===== src/rtl/rect_pkg.sv =====
// Shared types and helpers for the RECTANGLE decryption round-constant sequencer.
package rect_pkg;

  localparam int unsigned     RC_W         = 5;
  localparam int unsigned     ROUNDS_DEF   = 25;
  localparam logic [RC_W-1:0] RC_FIRST_DEF = 5'h01;
  localparam logic [RC_W-1:0] RC_LAST_DEF  = 5'h1D;

  typedef enum logic [1:0] {
    IDLE,
    RUN,
    DONE
  } state_e;

  // Undoes the forward step {n3, n2, n1, n0, n4^n2}.
  function automatic logic [RC_W-1:0] rc_step_inv(input logic [RC_W-1:0] n);
    return {n[0] ^ n[3], n[4], n[3], n[2], n[1]};
  endfunction

endpackage


===== src/rtl/rect_rc_lfsr_inv.sv =====
// One combinational backwards step of the 5-bit RECTANGLE round-constant LFSR.
module rect_rc_lfsr_inv
  import rect_pkg::*;
(
  input  logic [RC_W-1:0] rc_i,
  output logic [RC_W-1:0] rc_o
);

  assign rc_o = rc_step_inv(rc_i);

endmodule


===== src/rtl/rect_counter_dec.sv =====
// Decryption round-constant sequencer: walks the RC LFSR from RC_LAST back to round 0.
// Optional final-constant self-check enabled by defining RECT_RC_CHECK_EN.
module rect_counter_dec
  import rect_pkg::*;
#(
  parameter int unsigned     ROUNDS   = ROUNDS_DEF,
  parameter logic [RC_W-1:0] RC_LAST  = RC_LAST_DEF,
  parameter logic [RC_W-1:0] RC_FIRST = RC_FIRST_DEF
) (
  input  logic            clk,
  input  logic            reset,
  input  logic            start,
  input  logic            advance,
  input  logic            abort,
  output logic [RC_W-1:0] rc,
  output logic [RC_W-1:0] round,
  output logic            busy,
  output logic            last,
  output logic            done,
  output logic            rc_err
);

  localparam logic [RC_W-1:0] ROUND_INIT = RC_W'(ROUNDS - 1);

  // An all-zero constant locks the LFSR, so it can never be a valid endpoint.
  if (ROUNDS < 1 || ROUNDS > 32 || RC_LAST == '0 || RC_FIRST == '0) begin : g_cfg_bad
    $error("rect_counter_dec: ROUNDS out of 1..32 or all-zero round constant");
  end

  state_e          state_q, state_d;
  logic [RC_W-1:0] rc_q, rc_d;
  logic [RC_W-1:0] round_q, round_d;
  logic [RC_W-1:0] rc_prev;

  rect_rc_lfsr_inv u_lfsr_inv (
    .rc_i (rc_q),
    .rc_o (rc_prev)
  );

  always_comb begin
    state_d = state_q;
    rc_d    = rc_q;
    round_d = round_q;
    if (abort) begin
      state_d = IDLE;
      rc_d    = RC_LAST;
      round_d = ROUND_INIT;
    end else begin
      unique case (state_q)
        IDLE: begin
          if (start) begin
            state_d = RUN;
            rc_d    = RC_LAST;
            round_d = ROUND_INIT;
          end
        end
        RUN: begin
          if (advance) begin
            if (round_q != '0) begin
              rc_d    = rc_prev;
              round_d = round_q - 5'd1;
            end else begin
              state_d = DONE;
            end
          end
        end
        DONE: begin
          if (start) begin
            state_d = RUN;
            rc_d    = RC_LAST;
            round_d = ROUND_INIT;
          end else begin
            state_d = IDLE;
          end
        end
        default: state_d = IDLE;
      endcase
    end
  end

  always_ff @(posedge clk or negedge reset) begin
    if (!reset) begin
      state_q <= IDLE;
      rc_q    <= RC_LAST;
      round_q <= ROUND_INIT;
    end else begin
      state_q <= state_d;
      rc_q    <= rc_d;
      round_q <= round_d;
    end
  end

  assign rc    = rc_q;
  assign round = round_q;
  assign busy  = (state_q == RUN);
  assign last  = (state_q == RUN) && (round_q == '0);
  assign done  = (state_q == DONE);

`ifdef RECT_RC_CHECK_EN
  logic rc_err_q, rc_err_d;
  logic accept_start, final_adv;

  assign accept_start = !abort && start && (state_q == IDLE || state_q == DONE);
  assign final_adv    = !abort && advance && (state_q == RUN) && (round_q == '0);

  always_comb begin
    rc_err_d = rc_err_q;
    if (accept_start) begin
      rc_err_d = 1'b0;
    end else if (final_adv && (rc_q != RC_FIRST)) begin
      rc_err_d = 1'b1;
    end
  end

  always_ff @(posedge clk or negedge reset) begin
    if (!reset) begin
      rc_err_q <= 1'b0;
    end else begin
      rc_err_q <= rc_err_d;
    end
  end

  assign rc_err = rc_err_q;
`else
  assign rc_err = 1'b0;
`endif

endmodule


===== config.mk =====
export PLATFORM = sky130hd
export DESIGN_NAME = rect_counter_dec
export DESIGN_NICKNAME = d
export VERILOG_FILES = /design/src/rtl/rect_pkg.sv /design/src/rtl/rect_rc_lfsr_inv.sv /design/src/rtl/rect_counter_dec.sv
export SDC_FILE = /design/constraint.sdc
export NUM_CORES = 1
export LEC_CHECK = 0
export BUFFER_PORTS_ARGS = -buffer_cell sky130_fd_sc_hd__buf_4
export CAP_MARGIN = 20
export CORE_MARGIN = 4
export CORE_UTILIZATION = 29
export DETAILED_ROUTE_END_ITERATION = 7
export SYNTH_ARGS = -nofsm -noshare
export SYNTH_HDL_FRONTEND = slang
export SYNTH_SLANG_ARGS = --single-unit

===== constraint.sdc =====
create_clock -name clk -period 2.3 [get_ports clk]
set_clock_uncertainty 0.2 [all_clocks]
set_input_delay 0.46 -clock clk [delete_from_list [all_inputs] [get_ports clk]]
set_output_delay 0.46 -clock clk [all_outputs]
set_load 0.05 [all_outputs]

==> results of run 1 <==
[metal layers]
layer  up-vias  share of wire (%)  global-route usage, %
li1        245                  -                      -
met1       229                 47                   12.7
met2        14                 45                   15.2
met3         0                8.3                   3.54
met4         0                  0                   7.47
met5         -                  0                      0
[final timing paths]
path	start	endpoint	slack, ps	depth (start not counted)
max	round[0]$_DFFE_PN0P_	last	120	5
min	abort	state_q[0]$_DFFE_PN0P_	200	2
max reg2reg	round[0]$_DFFE_PN0P_	rc[2]$_DFFE_PN1P_	260	6
min reg2reg	rc[2]$_DFFE_PN1P_	rc[1]$_DFFE_PN0P_	310	2
max in group asynchronous	reset	rc[2]$_DFFE_PN1P_	1300	2
min in group asynchronous	reset	round[2]$_DFFE_PN0P_	370	2
[placed cells by master, fill, tap and decap left out, types with 2 or more instances in the layout]
master    count
dfrtp_1       6
nand2b_1      2
inv_1         5
nand3_1       2
dfstp_2       6
o22ai_1       2
nor2_1        4
buf_4        17
a21oi_1       2
o22a_2        4
o31ai_1       2
o41ai_1       2
clkbuf_4      3
[stage by stage]
step	setup WS [ps]	cell area (sq um)	hold slack [ps]	total power [W]
floorplan	98.0	633	-35.6	0.000385
detailed placement	281	776	109	0.000438
global route	9.29	811	192	0.000585
CTS	93.7	808	183	0.000563
finish	123	811	199	0.000554
global placement	345	776	108	0.000437
[cells by family after synthesis]
| kind of cell | synth area share (%) |
|---|---|
| simple gates | 18.8 |
| compound gates | 21.1 |
| flops | 48.6 |
| buf+inv | 5.93 |
| fa+ha+maj | 1.98 |
| other cells | 0.592 |
| xor+xnor | 1.38 |
| mux | 1.58 |
[state kept, by name, indices dropped and copies added (netlist names)]
register,cells
rc,5
round,5
state_q,2
[repair_timing]
item	4_1_cts	5_1_grt
setup buffers	0	0
gates resized for setup	0	1
hold buffers	1	0
setup endpoints to repair	0	1
endpoints found under the hold margin	6	0
[synth_stat cells, types with 2 or more instances]
library cell / n
dfrtp_1: 6
dfstp_2: 6
inv_1: 5
nor2_1: 4
o22a_2: 4
a21oi_1: 2
nand2b_1: 2
nand3_1: 2
nor2b_1: 2
o22ai_1: 2
o31ai_1: 2
o41ai_1: 2
[power groups by stage]
stage	Combinational (W)	Clock [W]	Sequential, W
3_5_place_dp	0.000168	0	0.000270
6_report	0.000169	0.000119	0.000267
4_1_cts	0.000170	0.000128	0.000266
3_3_place_gp	0.000168	0	0.000270
2_1_floorplan	0.0000652	0	0.000320
5_1_grt	0.000179	0.000136	0.000270
[area by class of cell]
cell class                 instances  area (sq um)  area share [%]
tap                               27          33.8            4.17
multi-input combinational         38           290            35.8
inverter                           5          18.8            2.31
timing repair buffer              18           138            17.0
sequential                        12           308            38.0
clock buffer                       3          22.5            2.78
[worst register-to-register path, cell delays in order, from the launching register on]
cell and delay [ps]:
dfrtp_1 410, inv_1 100, ha_1 220, or4b_4 500, nor2_4 140, a31oi_4 140, o22a_2 250
==> reports/metrics.csv, run 1 <==
stage,metric,value,unit
clocking,clk_path_buf_depth,2,
finish,fin_util,40.1,%
setup_path,crit_path_start_kind,register,
pwr,pwr-share-clk,21.4,%
die,die_h,54.7,microns
finish,n_antenna_cell,0,
pwr,p_int,0.000356,W
routing,vias_per_cell,4.74,
routing,routedWlPerCell,12.9,microns
finish,nNetsFinal,84,
pwr,combPwrFrac,30.5,%
pwr,powerDensity,684,nW/um^2
logic_synthesis,syn_area,633,sq um
pwr,p_sw,0.000199,W
place,place.gp.congestion,0.815,
finish,drive_gt1_share,48.7,%
setup_path,path_cells,inv_1 > ha_1 > nor2b_2 > and3_1 > buf_4,
setup_path,cpMaxStageDelayCell,dfrtp_1,
pwr,seqPwrFrac,48.1,%
logic_synthesis,ys.flop_type,dfstp_2,
timing,setup_viol,0,
setup_path,crit_arrival,1520,ps
logic_synthesis,synth_cells,57,
pwr,peakVddDrop,291,uV
clocking,clk_root_buffer_cell,clkbuf_4,
routing,first_pass_iters,2,
setup_path,crit_required,1640,ps
timing,hold_viol_final,0,
logic_synthesis,synthTopCellsByArea,"dfstp_2, dfrtp_1, o22a_2, a31oi_4, inv_1",
logic_synthesis,synth_top_area_share,24.9,%
timing,drv_slew,0,
logic_synthesis,ys_ff_latch,12,
routing,post-route-drc-count,0,
logic_synthesis,synth_area_per_cell,11.1,sq um
place,place_inst,99,
logic_synthesis,yosysSeqAreaShare,48.6,%
timing,fin_tns_setup,0,ps
timing,min_period_over_period,94.6,%
logic_synthesis,synthDistinctLibCells,30,
global_routing,grt_pass1_wl,2100,microns
routing,routed_wl,1330,microns
logic_synthesis,ys_async_sr_fraction,100,%
hold_path,hp-class,in -> reg,
status,status,"complete, no violations",
flow_run,cap_violations,0,
clocking,cts_tree,done,
die,core_area,2020,sq um
routing,drt-initial-drc-count,7,
logic_synthesis,syn_nets,63,
place,numPortBuffers,17,
clocking,clock-sinks,12,
routing,ant_nets,0,
finish,fillCellCount,210,
place,hpwl,1050,microns
global_routing,grt_overflow_total,0,
die,start_util,31.3,%
global_routing,grt_antenna_before_repair,0,
global_routing,grt_usage,10.4,%
setup_path,crit_type,reg -> out,
clocking,numCtsBuffers,3,
clocking,cts_htree_levels,1,
setup_path,path_buf_inv,2,
pwr,switching_share,35.9,%
logic_synthesis,synth-edff-count,0,
global_routing,grt_pass1_vias,470,
timing,fmax,459,MHz
finish,final_cells,103,
logic_synthesis,synth_top_cell_by_area,dfstp_2,
die,dieArea,2990,sq um
timing,min_period,2180,ps
setup_path,critPathMaxStageDelay,410,ps
die,rows,16,
die,io_pins,19,
global_routing,grt_max_degree,13,
die,fp.dieW,54.7,microns
finish,areaGrowthSynthToFinish,28.1,%
routing,dr_total_vias,488,
logic_synthesis,yosys_warnings,0,
timing,rsz0062_at_grt,no,
clocking,path_clk_slew,70,ps
setup_path,cp-end-kind,primary output,
setup_path,cp_max_fo,4,
clocking,clkLatencyLatePin,260,ps
pwr,power.leakage,0.358,nW
setup_path,cp_top_family,flip-flops,
(Power assumes the default switching activity.)
==> inputs of run 2 (changes only) <==
--- a/config.mk
+++ b/config.mk
@@ -5,8 +5,10 @@
 export SDC_FILE = /design/constraint.sdc
 export NUM_CORES = 1
 export LEC_CHECK = 0
+export ABC_AREA = 1
 export BUFFER_PORTS_ARGS = -buffer_cell sky130_fd_sc_hd__buf_4
 export CAP_MARGIN = 20
+export CORE_ASPECT_RATIO = 0.8
 export CORE_MARGIN = 4
 export CORE_UTILIZATION = 29
 export DETAILED_ROUTE_END_ITERATION = 7
==> run 2 against run 1 <==
- die area is 16% higher
- area after synthesis is 19% higher
- worst setup slack better by 76 ps
- highest routed layer unchanged
- critical path depth stayed put
- total power grew to 2.6 times the previous value
- flip-flop and latch count stayed put
- global-route usage is 0.38 points lower
- utilization is 1.5 points lower
- synthesized cell count is 82% higher
==> reports/metrics.csv, run 2 <==
stage,metric,value,unit,change
status,status,"complete, no violations",,
flow_run,cap_violations,0,,unchanged
place,place_area,918,sq um,+18%
logic_synthesis,synth_cells,104,,+82%
logic_synthesis,yosysMostFrequentCell,nand2_1,,
timing,drv_slew,0,,unchanged
setup_path,ff2ff_path_depth,7,,+1
clocking,post_cts_resized,0,,unchanged
timing,fmax,476,MHz,+3.6%
setup_path,cp_max_fo,6,,+2
die,start_util,30.5,%,-0.82 points
global_routing,grt_overflow_total,0,,unchanged
global_routing,grt_usage,10.1,%,-0.38 points
logic_synthesis,synth_area_per_cell,7.22,sq um,-35%
setup_path,critical_path.endpoint,last,,
pwr,powerDensity,1500,nW/um^2,+120%
setup_path,crit_path_start,round[0]$_DFFE_PN0P_,,
timing,layout_setup_ws,200,ps,+76.4 ps
logic_synthesis,yosys-top-cells-count,"nand2_1, inv_1, nor2_1",,
logic_synthesis,synth_top_area_share,22.5,%,-2.4 points
clocking,clk_root_buffer_cell,clkbuf_4,,
routing,post-route-drc-count,0,,unchanged
clocking,cts_htree_levels,1,,unchanged
timing,rsz0062_at_grt,no,,
die,io_pins,19,,unchanged
routing,drt-initial-drc-count,5,,-2
setup_path,cpMaxStageDelayCell,dfrtp_1,,
die,rows,16,,unchanged
setup_path,crit_path_start_kind,register,,
routing,vias_per_cell,4.02,,-15%
timing,min_period_over_period,91.3,%,-3.3 points
timing,min_period,2100,ps,-76.4 ps
die,dieArea,3470,sq um,+16%
timing,fin_tns_setup,0,ps,unchanged
global_routing,grt_antenna_before_repair,0,,unchanged
place,hpwl,1180,microns,+13%
routing,routedWlPerCell,9.33,microns,-28%
setup_path,crit_arrival,1440,ps,-80 ps
setup_path,crit_required,1640,ps,about the same
logic_synthesis,synth_top_cell_by_area,nand2_1,,
logic_synthesis,synthTopCellsByArea,"nand2_1, dfstp_2, dfrtp_1, inv_1, nor2_1",,
finish,final_common_cell,nand2_1,,
clocking,clkLatencyLatePin,260,ps,about the same
logic_synthesis,yosysSeqAreaShare,41.0,%,-7.6 points
die,fp.dieW,64.9,microns,+19%
global_routing,grt_pass1_wl,2590,microns,+24%
setup_path,critPathMaxStageDelay,410,ps,about the same
place,place.gp.congestion,0.770,,-5.5%
setup_path,path_cells,inv_1 > ha_1 > nand3_4 > nor2_2 > buf_4,,
timing,hold_viol_final,0,,unchanged
routing,dr_total_vias,643,,+32%
logic_synthesis,ys_async_sr_fraction,100,%,unchanged
pwr,peakVddDrop,539,uV,+85%
finish,n_antenna_cell,0,,unchanged
finish,fillCellCount,256,,+22%
logic_synthesis,synth-edff-count,0,,unchanged
clocking,clock-sinks,12,,unchanged
timing,setup_viol,0,,unchanged
hold_path,hp-class,reg -> reg,,
setup_path,reg2reg_from,round[0]$_DFFE_PN0P_,,
clocking,numCtsBuffers,3,,unchanged
finish,design_area,951,sq um,+17%
logic_synthesis,yosys_warnings,0,,unchanged
clocking,holdBufCountCts,1,,unchanged
setup_path,reg2reg_slack,750,ps,+490 ps
place,dp_slack,473,ps,+192 ps
clocking,clk_path_buf_depth,2,,unchanged
logic_synthesis,syn_area,751,sq um,+19%
routing,routed_wl,1490,microns,+12%
clocking,post-cts-setup-buffers,0,,unchanged
clocking,cts_tree,done,,
finish,areaGrowthSynthToFinish,26.7,%,
finish,final_cell_mix,"nand2_1, buf_4, inv_1",,
setup_path,cp-end-kind,primary output,,
global_routing,grt_max_degree,13,,unchanged
logic_synthesis,syn_nets,110,,+75%
global_routing,grt_pass1_vias,594,,+26%
pwr,power.leakage,0.518,nW,+44%
finish,drive_gt1_share,34.7,%,-14 points
clocking,path_clk_slew,70,ps,about the same
setup_path,r2r-end,round[4]$_DFFE_PN1P_,,
logic_synthesis,ys.flop_type,dfstp_2,,
logic_synthesis,ys_ff_latch,12,,unchanged
die,core_area,2460,sq um,+22%
die,die_h,53.5,microns,-2.2%
setup_path,crit_type,reg -> out,,
routing,ant_nets,0,,unchanged
place,numPortBuffers,17,,unchanged
finish,nNetsFinal,132,,+57%
timing,holdWs,276,ps,+76.8 ps
logic_synthesis,synthDistinctLibCells,23,,-23%
routing,first_pass_iters,4,,+2
[run 2: cell count changes in the layout (fill, tap and decap cells not counted), sizes merged, moves of 3 or more]
cell / delta
inv: +7
nand2: +49
nand3: +3
nor2: +7
o22a: -4
[run 2: logic make-up after synthesis]
| group | Yosys count | share of synthesized area (%) |
|---|---|---|
| other | 1 | 0.500 |
| XOR/XNOR | 1 | 1.17 |
| buffers and inverters | 14 | 7.67 |
| AO/OA/AOI/OAI | 4 | 2.67 |
| flip-flops | 12 | 41.0 |
| AND/OR/NAND/NOR | 71 | 45.3 |
| adder cells (fa/ha/maj) | 1 | 1.67 |
[run 2: per-stage QoR]
stage | instances | util (%) | power, W
6_report | 160 | 38.6 | 0.00143
5_1_grt | 160 | 38.6 | 0.00155
4_1_cts | 160 | 38.6 | 0.00145
3_5_place_dp | 156 | 37.3 | 0.00132
3_3_place_gp | 156 | 37.3 | 0.00131
2_1_floorplan | 104 | - | 0.00109
[run 2: per-layer routing]
| layer | global-route usage, % | part of all wire [%] |
|---|---|---|
| met1 | 12.3 | 46 |
| met2 | 17.5 | 51 |
| met3 | 1.91 | 3.6 |
| met4 | 4.21 | 0 |
| met5 | 0 | 0 |
[run 2: worst min path at each step]
stage,startpoint,endpoint,slack (ps),cells past startpoint
floorplan,reset,rc[1]$_DFFE_PN0P_,-40,0
finish,rc[2]$_DFFE_PN1P_,rc[2]$_DFFE_PN1P_,280,2
CTS,rc[2]$_DFFE_PN1P_,rc[2]$_DFFE_PN1P_,280,2
global placement,reset,rc[1]$_DFFE_PN0P_,110,1
detailed placement,reset,rc[1]$_DFFE_PN0P_,110,1
global route,round[3]$_DFFE_PN1P_,round[3]$_DFFE_PN1P_,300,2
[run 2: area by class of cell]
cell class / count / area [sq um] / share of cell area (%)
multi-input combinational: 78 / 388 / 40.8
clock buffer: 3 / 22.5 / 2.37
inverter: 13 / 50.0 / 5.26
timing repair buffer: 18 / 138 / 14.5
tap: 36 / 45.0 / 4.74
sequential: 12 / 308 / 32.4
[run 2: where the power goes]
part	switching, W	leakage [nW]	total (W)	internal, W
clock network	0.0000583	0.0138	0.000119	0.0000603
logic	0.000621	0.361	0.000891	0.000270
registers	0.0000860	0.143	0.000418	0.000332
total	0.000765	0.518	0.00143	0.000663
[run 2: critical path: cells and delay by family (launching register included)]
family	cells	cell delay (ps)
flops	1	410
buf+inv	2	300
fa+ha+maj	1	250
simple gates	2	230
==> inputs of run 3 (changes only) <==
--- a/config.mk
+++ b/config.mk
@@ -12,6 +12,8 @@
 export CORE_MARGIN = 4
 export CORE_UTILIZATION = 29
 export DETAILED_ROUTE_END_ITERATION = 7
+export RECOVER_POWER = 50
+export SKIP_CTS_REPAIR_TIMING = 1
 export SYNTH_ARGS = -nofsm -noshare
 export SYNTH_HDL_FRONTEND = slang
 export SYNTH_SLANG_ARGS = --single-unit
==> run 3 against run 2 <==
- hold slack worse by 0.60 ps
- utilization shrank 0.76 points
- critical path depth is the same
- die area unchanged
- first-iteration DRC count decreased by 40%
- sequential share of layout area up 0.65 points
- count of clock-buffer cells in the layout unchanged
- total power fell by 2.0%
- critical path type unchanged
- largest cell class unchanged
==> reports/metrics.csv, run 3 (synthesized netlist as in run 2, its figures left out) <==
stage,metric,value,unit,change
routing,vias_per_cell,4.04,,+0.62%
routing,dr_total_vias,647,,+0.62%
finish,drive_gt1_share,30.6,%,-4.0 points
hold_path,hold_depth,2,,unchanged
hold_path,hp-class,reg -> reg,,
routing,drt-initial-drc-count,3,,-2
timing,hold_viol_final,0,,unchanged
clocking,path_clk_slew,70,ps,about the same
global_routing,grt_pass1_vias,588,,-1.0%
setup_path,path_buf_inv,2,,unchanged
routing,first_pass_iters,3,,-1
timing,setup_viol,0,,unchanged
place,numPortBuffers,17,,unchanged
die,rows,16,,unchanged
setup_path,crit_path_start_kind,register,,
setup_path,cp-end-kind,primary output,,
clocking,numCtsBuffers,3,,unchanged
pwr,power.leakage,0.498,nW,-3.9%
setup_path,cpMaxStageDelayCell,dfrtp_1,,
setup_path,cp_max_fo,6,,unchanged
timing,rsz0062_at_grt,no,,
die,core_area,2460,sq um,unchanged
setup_path,ff2ff_path_depth,7,,unchanged
die,die_h,53.5,microns,unchanged
global_routing,grt_pass1_wl,2580,microns,-0.54%
die,dieArea,3470,sq um,unchanged
finish,multiInputGateArea,388,sq um,unchanged
global_routing,grt_antenna_before_repair,0,,unchanged
setup_path,reg2reg_from,round[0]$_DFFE_PN0P_,,
finish,final_cells,160,,unchanged
finish,nNetsFinal,132,,unchanged
routing,post-route-drc-count,0,,unchanged
timing,min_period_over_period,91.2,%,about the same
place,hpwl,1180,microns,unchanged
routing,ant_nets,0,,unchanged
timing,tightest_slew,636,ps,
finish,fillCellCount,261,,+2.0%
timing,min_period,2100,ps,-1.48 ps
setup_path,r2r-end,round[4]$_DFFE_PN1P_,,
pwr,powerDensity,1500,nW/um^2,about the same
routing,routedWlPerCell,9.34,microns,+0.13%
flow_run,cap_violations,0,,unchanged
timing,fin_tns_setup,0,ps,unchanged
clocking,cts_tree,done,,
timing,fmax,476,MHz,about the same
die,io_pins,19,,unchanged
place,dp_slack,473,ps,unchanged
setup_path,reg2reg_slack,750,ps,about the same
global_routing,grt_max_degree,13,,unchanged
finish,final_cell_mix,"nand2_1, buf_4, inv_1",,
finish,areaGrowthSynthToFinish,24.2,%,
place,place_inst,156,,unchanged
global_routing,grt_overflow_total,0,,unchanged
setup_path,crit_required,1640,ps,about the same
timing,drv_slew,0,,unchanged
finish,seqCellArea,308,sq um,unchanged
setup_path,crit_type,reg -> out,,
hold_path,hp-start,rc[2]$_DFFE_PN1P_,,
global_routing,grt_usage,10.0,%,-0.046 points
setup_path,critPathMaxStageDelay,410,ps,about the same
timing,max_slew_margin,57.6,%,
setup_path,path_cells,inv_1 > ha_1 > nand3_4 > nor2_2 > buf_4,,
setup_path,crit_arrival,1440,ps,about the same
status,status,"complete, no violations",,
clocking,cts_htree_levels,1,,unchanged
finish,final_common_cell,nand2_1,,
clocking,clk_root_buffer_cell,clkbuf_4,,
hold_path,whs_endpoint,rc[2]$_DFFE_PN1P_,,
die,start_util,30.5,%,unchanged
routing,routed_wl,1490,microns,+0.13%
finish,n_antenna_cell,0,,unchanged
place,place.gp.congestion,0.770,,unchanged
pwr,peakVddDrop,537,uV,-0.48%
clocking,clkLatencyLatePin,260,ps,about the same
timing,layout_setup_ws,201,ps,+1.48 ps
die,fp.dieW,64.9,microns,unchanged
clocking,clk_path_buf_depth,2,,unchanged
timing,holdWs,275,ps,-0.596 ps
setup_path,cp_top_family,flip-flops,,
clocking,clock-sinks,12,,unchanged
## run 3: cell count changes in the layout (fill, tap and decap cells not counted), sizes merged
| cell | change |
|---|---|
| clkbuf | +5 |
| buf | -5 |
## run 3: worst max path at each step
| stage | startpoint | endpoint | slack (ps) | depth (start not counted) |
|---|---|---|---|---|
| floorplan | round[0]$_DFFE_PN0P_ | last | 110 | 4 |
| global placement | round[0]$_DFFE_PN0P_ | last | 490 | 5 |
| detailed placement | round[0]$_DFFE_PN0P_ | last | 470 | 5 |
| CTS | round[0]$_DFFE_PN0P_ | last | 180 | 5 |
| global route | round[0]$_DFFE_PN0P_ | last | 80 | 5 |
| finish | round[0]$_DFFE_PN0P_ | last | 200 | 5 |
## run 3: cell type report
class / instances / area share (%)
Tap cell: 36 / 4.83
Sequential cell: 12 / 33.0
Multi-Input combinational cell: 78 / 41.6
Timing Repair Buffer: 18 / 12.8
Inverter: 13 / 5.37
Clock buffer: 3 / 2.42
## run 3: tightest hold or removal path, delay by kind of cell, from the launching register on
family        cells  cell delay (ps)
flops             1              380
simple gates      2              100
## run 3: routing by layer
layer | wire length [microns] | GRT usage, %
met4 | 0 | 4.21
met1 | 685 | 12.5
met2 | 756 | 17.1
met3 | 52 | 1.91
met5 | 0 | 0
## run 3: metrics by stage
stage,instance area [sq um],power (W),util (%)
2_1_floorplan,753,0.00109,-
6_report,932,0.00140,37.9
3_5_place_dp,918,0.00132,37.3
5_1_grt,932,0.00152,37.9
3_3_place_gp,918,0.00131,37.3
4_1_cts,941,0.00145,38.2
## run 3: power breakdown
| group | switching (W) | internal [W] | total [W] |
|---|---|---|---|
| Combinational | 0.000620 | 0.000243 | 0.000863 |
| Sequential | 0.0000855 | 0.000332 | 0.000418 |
| Clock | 0.0000577 | 0.0000603 | 0.000118 |
| Total | 0.000764 | 0.000635 | 0.00140 |
